**src/rtl/fifo_wr_arbiter.sv**
```systemverilog
// fifo_wr_arbiter
//   Write-side controller of an asynchronous FIFO, in the wclk domain.
//   Several requesters share the single FIFO write port. Arbitration is
//   round-robin with a per-grant burst limit. The block owns the
//   binary/Gray write pointer and a registered full flag. The full flag is
//   computed against the read pointer after it has been synchronized into
//   wclk.
//
// Ports
//   wclk      in  write-domain clock, rising edge
//   wrst      in  asynchronous active-low reset
//   req       in  [NREQ]          requester i presents a word
//   wdata_in  in  [NREQ*DATASIZE] requester i word at [i*DATASIZE +: DATASIZE]
//   wd_rptr   in  [ADDRSIZE+1]    Gray read pointer, already in wclk domain
//   gnt       out [NREQ]          one-hot; word of requester i accepted now
//   winc      out                 memory write enable
//   waddr     out [ADDRSIZE]      memory write address
//   wdata     out [DATASIZE]      memory write data (owner's slice)
//   wptr      out [ADDRSIZE+1]    registered Gray write pointer
//   wfull     out                 registered full flag
module fifo_wr_arbiter #(
  parameter int ADDRSIZE = 4,
  parameter int DATASIZE = 8,
  parameter int NREQ     = 4,
  parameter int MAXBURST = 4
) (
  input  logic                     wclk,
  input  logic                     wrst,
  input  logic [NREQ-1:0]          req,
  input  logic [NREQ*DATASIZE-1:0] wdata_in,
  input  logic [ADDRSIZE:0]        wd_rptr,
  output logic [NREQ-1:0]          gnt,
  output logic                     winc,
  output logic [ADDRSIZE-1:0]      waddr,
  output logic [DATASIZE-1:0]      wdata,
  output logic [ADDRSIZE:0]        wptr,
  output logic                     wfull
);

  localparam int OW = (NREQ > 1) ? $clog2(NREQ) : 1;
  // Counter must hold 0..MAXBURST-1 and still be at least one bit wide.
  localparam int CW = $clog2(MAXBURST + 1);

  typedef enum logic {
    IDLE  = 1'b0,
    BURST = 1'b1
  } state_t;

  state_t              state_q, state_d;
  logic [OW-1:0]       owner_q, owner_d;
  logic [OW-1:0]       last_q, last_d;
  logic [CW-1:0]       cnt_q, cnt_d;
  logic [ADDRSIZE:0]   wbin_q, wbin_d;
  logic [ADDRSIZE:0]   wgray_q, wgray_d;
  logic                wfull_q, wfull_d;

  // First requester at or after last+1, wrapping around.
  function automatic logic [OW-1:0] rr_pick(input logic [NREQ-1:0] r,
                                            input logic [OW-1:0]   last);
    logic [OW-1:0] pick;
    logic          found;
    int            idx;
    pick  = '0;
    found = 1'b0;
    for (int k = 1; k <= NREQ; k++) begin
      idx = (int'(last) + k) % NREQ;
      if (!found && r[idx]) begin
        pick  = OW'(idx);
        found = 1'b1;
      end
    end
    return pick;
  endfunction

  // Grant and datapath are combinational from registered state, so an
  // asynchronous reset silences the write port immediately.
  always_comb begin
    gnt   = '0;
    wdata = '0;
    if (state_q == BURST) begin
      wdata = wdata_in[int'(owner_q)*DATASIZE +: DATASIZE];
      if (req[owner_q] && !wfull_q) begin
        gnt[owner_q] = 1'b1;
      end
    end
  end

  assign winc  = |gnt;
  assign waddr = wbin_q[ADDRSIZE-1:0];
  assign wptr  = wgray_q;
  assign wfull = wfull_q;

  always_comb begin
    state_d = state_q;
    owner_d = owner_q;
    last_d  = last_q;
    cnt_d   = cnt_q;
    case (state_q)
      IDLE: begin
        // Arbitration cycle: no write is issued here.
        if ((|req) && !wfull_q) begin
          owner_d = rr_pick(req, last_q);
          cnt_d   = '0;
          state_d = BURST;
        end
      end
      BURST: begin
        cnt_d = cnt_q + CW'(winc);
        // A full stall with req held keeps ownership; only a dropped
        // request or an exhausted burst hands the port back.
        if (!req[owner_q] || (winc && (cnt_q == CW'(MAXBURST - 1)))) begin
          state_d = IDLE;
          last_d  = owner_q;
        end
      end
      default: state_d = IDLE;
    endcase
  end

  // Pointer advances with each write; full compares the next Gray pointer
  // with the read pointer whose two MSBs are inverted (one lap ahead).
  always_comb begin
    wbin_d  = wbin_q + {{ADDRSIZE{1'b0}}, winc};
    wgray_d = (wbin_d >> 1) ^ wbin_d;
    wfull_d = (wgray_d == {~wd_rptr[ADDRSIZE:ADDRSIZE-1], wd_rptr[ADDRSIZE-2:0]});
  end

  always_ff @(posedge wclk or negedge wrst) begin
    if (!wrst) begin
      state_q <= IDLE;
      owner_q <= '0;
      last_q  <= OW'(NREQ - 1);
      cnt_q   <= '0;
      wbin_q  <= '0;
      wgray_q <= '0;
      wfull_q <= 1'b0;
    end else begin
      state_q <= state_d;
      owner_q <= owner_d;
      last_q  <= last_d;
      cnt_q   <= cnt_d;
      wbin_q  <= wbin_d;
      wgray_q <= wgray_d;
      wfull_q <= wfull_d;
    end
  end

endmodule

```
**config.mk**
```make
export PLATFORM = sky130hd
export DESIGN_NAME = fifo_wr_arbiter
export DESIGN_NICKNAME = d
export VERILOG_FILES = /design/src/rtl/fifo_wr_arbiter.sv
export SDC_FILE = /design/constraint.sdc
export NUM_CORES = 1
export LEC_CHECK = 0
export BUFFER_PORTS_ARGS = -buffer_cell sky130_fd_sc_hd__clkbuf_2
export CAP_MARGIN = 10
export CORE_MARGIN = 3
export CORE_UTILIZATION = 40
export CTS_BUF_LIST = sky130_fd_sc_hd__clkbuf_16
export CTS_CLUSTER_DIAMETER = 30
export CTS_CLUSTER_SIZE = 25
export DETAILED_ROUTE_END_ITERATION = 10
export GPL_TIMING_DRIVEN = 0
export PLACE_DENSITY = 0.75
export SETUP_SLACK_MARGIN = 0.2
export SLEW_MARGIN = 20
export SYNTH_ARGS = -nofsm -noshare
export SYNTH_HDL_FRONTEND = slang
export SYNTH_SLANG_ARGS = --single-unit
```
**constraint.sdc**
```tcl
create_clock -name wclk -period 2.95 [get_ports wclk]
set_clock_uncertainty 0.05 [all_clocks]
set_input_delay 0.4425 -clock wclk [delete_from_list [all_inputs] [get_ports wclk]]
set_output_delay 0.4425 -clock wclk [all_outputs]
set_load 0.02 [all_outputs]
```
Yosys cells after proc, flatten, opt, wreduce, memory -nomap -nowiden. Index checks and enable logic that the tools add are counted.

Bits in registers: 19. Bits of input ports: 43.

Reduce and logical (&&, ||, !) cells: 21. Add/subtract/negate cells: 6. Muxes and demuxes: 37. Equality and inequality tests: 3. Magnitude comparators: 6. Bitwise operators: 7. Shift-type cells: 1.

Operators by type and width (number): 32-bit by 6-bit indexed part select with 8-bit output (1); 1-bit two-way mux (21); 3-bit by 4-bit less-than comparator with 1-bit output, second input constant (4); 1-bit binary-select mux with 2-bit select (5); 2-bit two-way mux (4); 4-bit two-way mux (2); 8-bit two-way mux (1); 2-bit OR reduction (4); 4-bit OR reduction (2); 1-bit logical AND (7); 3-bit one-hot mux with 2 select lines (1); 5-bit by 1-bit adder with 5-bit output (1); 5-bit == test (1); 1-bit zero test (5); 4-bit by 5-bit XOR with 5-bit output (1); 2-bit by 1-bit adder with 2-bit output, second input constant (2); 2-bit adder, second input constant (2); 1-bit AND, first input constant (4); 2-bit AND reduction (2); 3-bit by 1-bit adder with 3-bit output (1); 3-bit by 2-bit == test with 1-bit output, second input constant (1); 2-bit by 3-bit less-than comparator with 1-bit output, second input constant (1); 3-bit two-way mux (1); 1-bit demux with 2-bit select (1); other kinds (6) (6).

Longest topological paths before layout.
Word-level depth: 22. Gate-level depth with buffers: 9. Mapped depth without buffers: 8.

Worst setup path after synthesis. No wires, ideal clock.

Path kind: flip-flop to flip-flop. Start point: reg owner_q[0]. End point: reg wfull_q, in the netlist wfull. Path buffers: 1. Data required time: 2.789 ns. Setup time: 0.111 ns. Data arrival time: 2.835 ns. Path slack: -0.047 ns. Cell stages (with the launch flop): 10. Cells stage by stage: dfrtp_1 -> buf_2 -> mux4_2 -> and2_1 -> ha_1 -> ha_1 -> xor2_2 -> xor2_1 -> or3_1 -> a2111oi_2.

Cells in the longest elaborated chain, start to end: 10. Elaborated cells on any way between the ends: 14.

Ends and longest elaborated chain: from (decl) (line 50) `logic [OW-1:0] owner_q, owner_d;`; from (signal assigned) (line 139) `owner_q <= owner_d;`; 2-bit by 3-bit less-than comparator with 1-bit output (not written as such) or 2-bit by 1-bit greater-or-equal comparator with 1-bit output (tied branches) (line 83) `gnt[owner_q] = 1'b1;`; 1-bit logical AND (not written as such) (line 83); 1-bit two-way mux (not written as such) (line 83); 1-bit demux with 2-bit select (line 83); 4-bit two-way mux (*) (line 82) `if (req[owner_q] && !wfull_q) begin`; 4-bit two-way mux (*) (line 80) `if (state_q == BURST) begin`; 4-bit OR reduction (*) (line 88) `assign winc = |gnt;`; via winc (line 33) `output logic winc,`; 5-bit by 1-bit adder with 5-bit output (*) (line 123) `wbin_d = wbin_q + {{ADDRSIZE{1'b0}}, winc};`; via wbin_d[2] (line 53) `logic [ADDRSIZE:0] wbin_q, wbin_d;`; 4-bit by 5-bit XOR with 5-bit output (*) (line 124) `wgray_d = (wbin_d >> 1) ^ wbin_d;`; 5-bit == test (*) (line 125) `wfull_d = (wgray_d == {~wd_rptr[ADDRSIZE:ADDRSIZE-1], wd_rptr[ADDRSIZE-2:0]});`; via wfull_d (line 55) `logic wfull_q, wfull_d;`; to (signal assigned) (line 144) `wfull_q <= wfull_d;`; to (decl) (line 55).

The timed path passes the listed nets; every way through them passes the cells marked *. The select of a mux whose other input is x is not followed. A chain may end at the register's enable or synchronous reset.

Worst setup path in the final report.
Start point: reg owner_q[0]. End point: reg wfull_q, in the netlist wfull.

Cells in the longest elaborated chain, start to end: 10. Elaborated cells on any way between the ends: 14.

Ends and longest elaborated chain (line): 2-bit by 3-bit less-than comparator with 1-bit output (not written as such) or 2-bit by 1-bit greater-or-equal comparator with 1-bit output (tied branches) (83); 1-bit logical AND (not written as such) (83); 1-bit two-way mux (not written as such) (83); 1-bit demux with 2-bit select (83); 4-bit two-way mux (*) (82); 4-bit two-way mux (*) (80); 4-bit OR reduction (*) (88); 5-bit by 1-bit adder with 5-bit output (*) (123); 4-bit by 5-bit XOR with 5-bit output (*) (124); 5-bit == test (*) (125); via wfull_d (55).

Marks and branches as above.

==> run summary <==
Req. time, crit path = 3.04 ns
Pre-antenna DRT Iters = 4
Vias per cell = 5.161
Die area = 0.003832 mm²
Mapped Avg Cell Area = 11.57 µm²
Slew headroom = 0.6510
Power density cells = 1208 mW/mm²
Maximum fanout along the worst path = 5
Fill cells = 212
Initial Util = 0.4345
Synthesized flop and latch total = 18
Clock tree sinks = 18
Max Fclk = 380.6 MHz
Ys async rst share = 1.000
Slew @ Worst Pin = 0.5203 ns
DRC = 0
CTS clock-pin slew for the worst setup and hold paths = 0.05 ns
Post-synthesis mux area share = 0.1972
Dpl cell area = 0.001648 mm²
Reg2reg start = owner_q[0]$_DFFE_PN0P_
Grt total ovfl = 0
Leakage = 0.8664 nW
Synthesized instance count = 108
CP Class = register to register
Setup-failing EPs final = 0
Vias in the first global route = 1127
Post-layout util = 0.6281
Final min period = 2.627 ns
Post-DP HPWL = 2.674 mm
Routability-driven placement congestion ratio = 0.7781
Dpl ws = 0.02185 ns
# diodes = 0
Hold_buf cts = 0
Hold Path Class = primary input to asynchronous set/reset pin
Post-synthesis compound-gate area fraction = 0.08709
CP Buf/Inv Count = 1
Worst setup EP type = register
Setup TNS = 0 ns
Net count, final = 229
Avg WL per Cell = 14.46 µm
Count leader, synth = dfrtp_1
Root buffer cell = clkbuf_16
Commonest cells in the netlist = 16 x dfrtp_1, 10 x and2_1, 9 x mux4_2
Adder-Cell Fraction of Synth Area = 0.04004
Xor/xnor cell area share of the yosys netlist = 0.1151
Num CTS Buffers = 3
Overall routed net length = 3.224 mm
CP delay by family, top = compound AO/OA/AOI/OAI gates
Top_reg_cell synth = dfrtp_1
Critical path origin = owner_q[0]$_DFFE_PN0P_
Period utilization = 0.8906
Post-synth top area share = 0.3203
Routed Antenna Nets = 0
Share of cells above drive strength 1 = 0.5304
Port-buffer cells = 65
Post-synthesis simple-gate area fraction = 0.1782
CTS tree = yes
Mapped cell area = 0.001250 mm²
Critical path launch point type = register
Run status = finished clean
RSZ-0062 raised after global routing = no
Initial antenna violation count = 0
Rows = 19
Fin. Hold Viols = 0
Post-synthesis sequential area ratio = 0.3624
Vias = 1151
Final Power = 2.183 mW
Area Growth Syn to Fin = 44.54%
Core area = 0.002877 mm²
Maximum VDD drop = 0.0008022 V
Critical Path AT = 2.72 ns
Largest net degree at the start of global routing = 19
Die width = 61.90 µm
Synth top area cells = dfrtp_1 32%, mux4_2 16%, and2_1 5.0%
Total GRT Usage = 0.1806
Synth area leader = dfrtp_1
I/O pin cnt = 66
YS warnings = 0
Max cap viols = 0
Critical path's most frequent cell = ha_4
Htree depth = 1
Crit path largest cell delay = 0.50 ns
Max-slew violations = 0
Clk buf depth = 2
Unique masters post-synth = 37
Largest family of logic cells by synthesized area = multiplexers
Design area = 0.001807 mm²
Post-synth EDFFs = 0
DIE HEIGHT = 61.90 µm
Skew-Pair Late Insertion Delay = 0.24 ns
DRT iter0 DRCs = 24
Syn_nets = 155
PnR worst setup slack = 0.3226 ns
CP Cell Sequence = buf_6 > mux4_2 > and2_4 > ha_4 > ha_4 > nand2b_1 > o2111ai_1 > xnor3_1 > a2111oi_4
CP max stage cell = mux4_2
Global-route wire length before repair = 4.988 mm
==> metal layers <==
layer | global-route usage | wire length [µm] | share of wire | vias up
met1 | 0.2008 | 1178 | 0.37 | 564
met4 | 0.05152 | 38 | 0.012 | 0
met5 | 0 | 0 | 0 | -
li1 | - | - | - | 544
met3 | 0.03512 | 172 | 0.053 | 7
met2 | 0.3453 | 1834 | 0.57 | 36
==> worst register-to-register path: cells and delay by family (launching register included) <==
family                   cells  cell delay, ns
AO/OA/AOI/OAI                2            0.56
multiplexers                 1            0.50
adder cells (fa/ha/maj)      2            0.37
flip-flops                   1            0.33
AND/OR/NAND/NOR              2            0.31
XOR/XNOR                     1            0.31
buffers and inverters        1            0.10
==> state kept, by name, summed over array words and instances (netlist names) <==
register and count:
owner_q 2, wbin_q 5, state_q 1, last_q 2
wfull 1, cnt_q 3, wptr 4
==> cell type report <==
cell class	instances	area, µm²	share of cell area
Clock buffer	3	75.07	0.04155
Inverter	2	7.507	0.004155
Tap cell	42	52.55	0.02909
Buffer	4	23.77	0.01316
Multi-Input combinational cell	84	835.8	0.4626
Timing Repair Buffer	69	355.3	0.1967
Clock inverter	1	3.754	0.002078
Sequential cell	18	452.9	0.2507
==> cell usage in the layout (no fill, tap or decap), drive strengths merged, types with 2 or more instances in the layout <==
master,synthesis,routed
xor2,8,8
mux4,9,9
nand2,5,5
nand3,4,4
dfstp,2,2
ha,4,4
a22o,2,2
and2,10,10
mux2,3,3
nor2,6,6
nor2b,2,2
clkbuf,2,70
nand2b,4,4
a21oi,4,4
buf,2,6
dfrtp,16,16
inv,2,2
xnor2,5,5
==> kinds of logic (layout without fill, tap and decap cells) <==
family / after synthesis / count (layout)
muxes: 13 / 13
and+or+nand+nor: 39 / 39
buffers and inverters: 6 / 79
DFF: 18 / 18
AOI/OAI and AO/OA: 14 / 14
adders and majority gates: 4 / 4
xor gates and xnor gates: 14 / 14
==> power by group <==
part / internal, mW / total [mW] / switching [mW]
Sequential: 0.384 / 0.522 / 0.138
Combinational: 0.680 / 1.40 / 0.717
Clock: 0.180 / 0.265 / 0.0847
==> through the flow <==
stage                     hold slack, ns  instances
after floorplan                  0.09691        108
after global placement            0.3423        215
after detailed placement          0.3503        215
after CTS                        0.08465        221
after global routing              0.1007        223
final                            0.07092        223
==> final timing paths <==
path	end	cells after the start	slack, ns
max	wfull$_DFF_PN0_	9	0.32
min	wbin_q[3]$_DFF_PN0_	1	0.07
max reg2reg	wfull$_DFF_PN0_	9	0.32
min reg2reg	wptr[3]$_DFF_PN0_	1	0.49
max in group asynchronous	last_q[1]$_DFFE_PN1P_	1	2.45
min in group wclk	wptr[3]$_DFF_PN0_	1	0.49
==> timing repair <==
| action | 4_1_cts | 5_1_grt |
|---|---|---|
| buffers inserted | 2 | 2 |
| gates resized for setup | 3 | 3 |
| endpoints found under the setup margin | 1 | 1 |
| pin swaps | 2 | 1 |
| hold endpoints to repair | 0 | 0 |
Note: power is estimated with default switching activity, not from simulation.
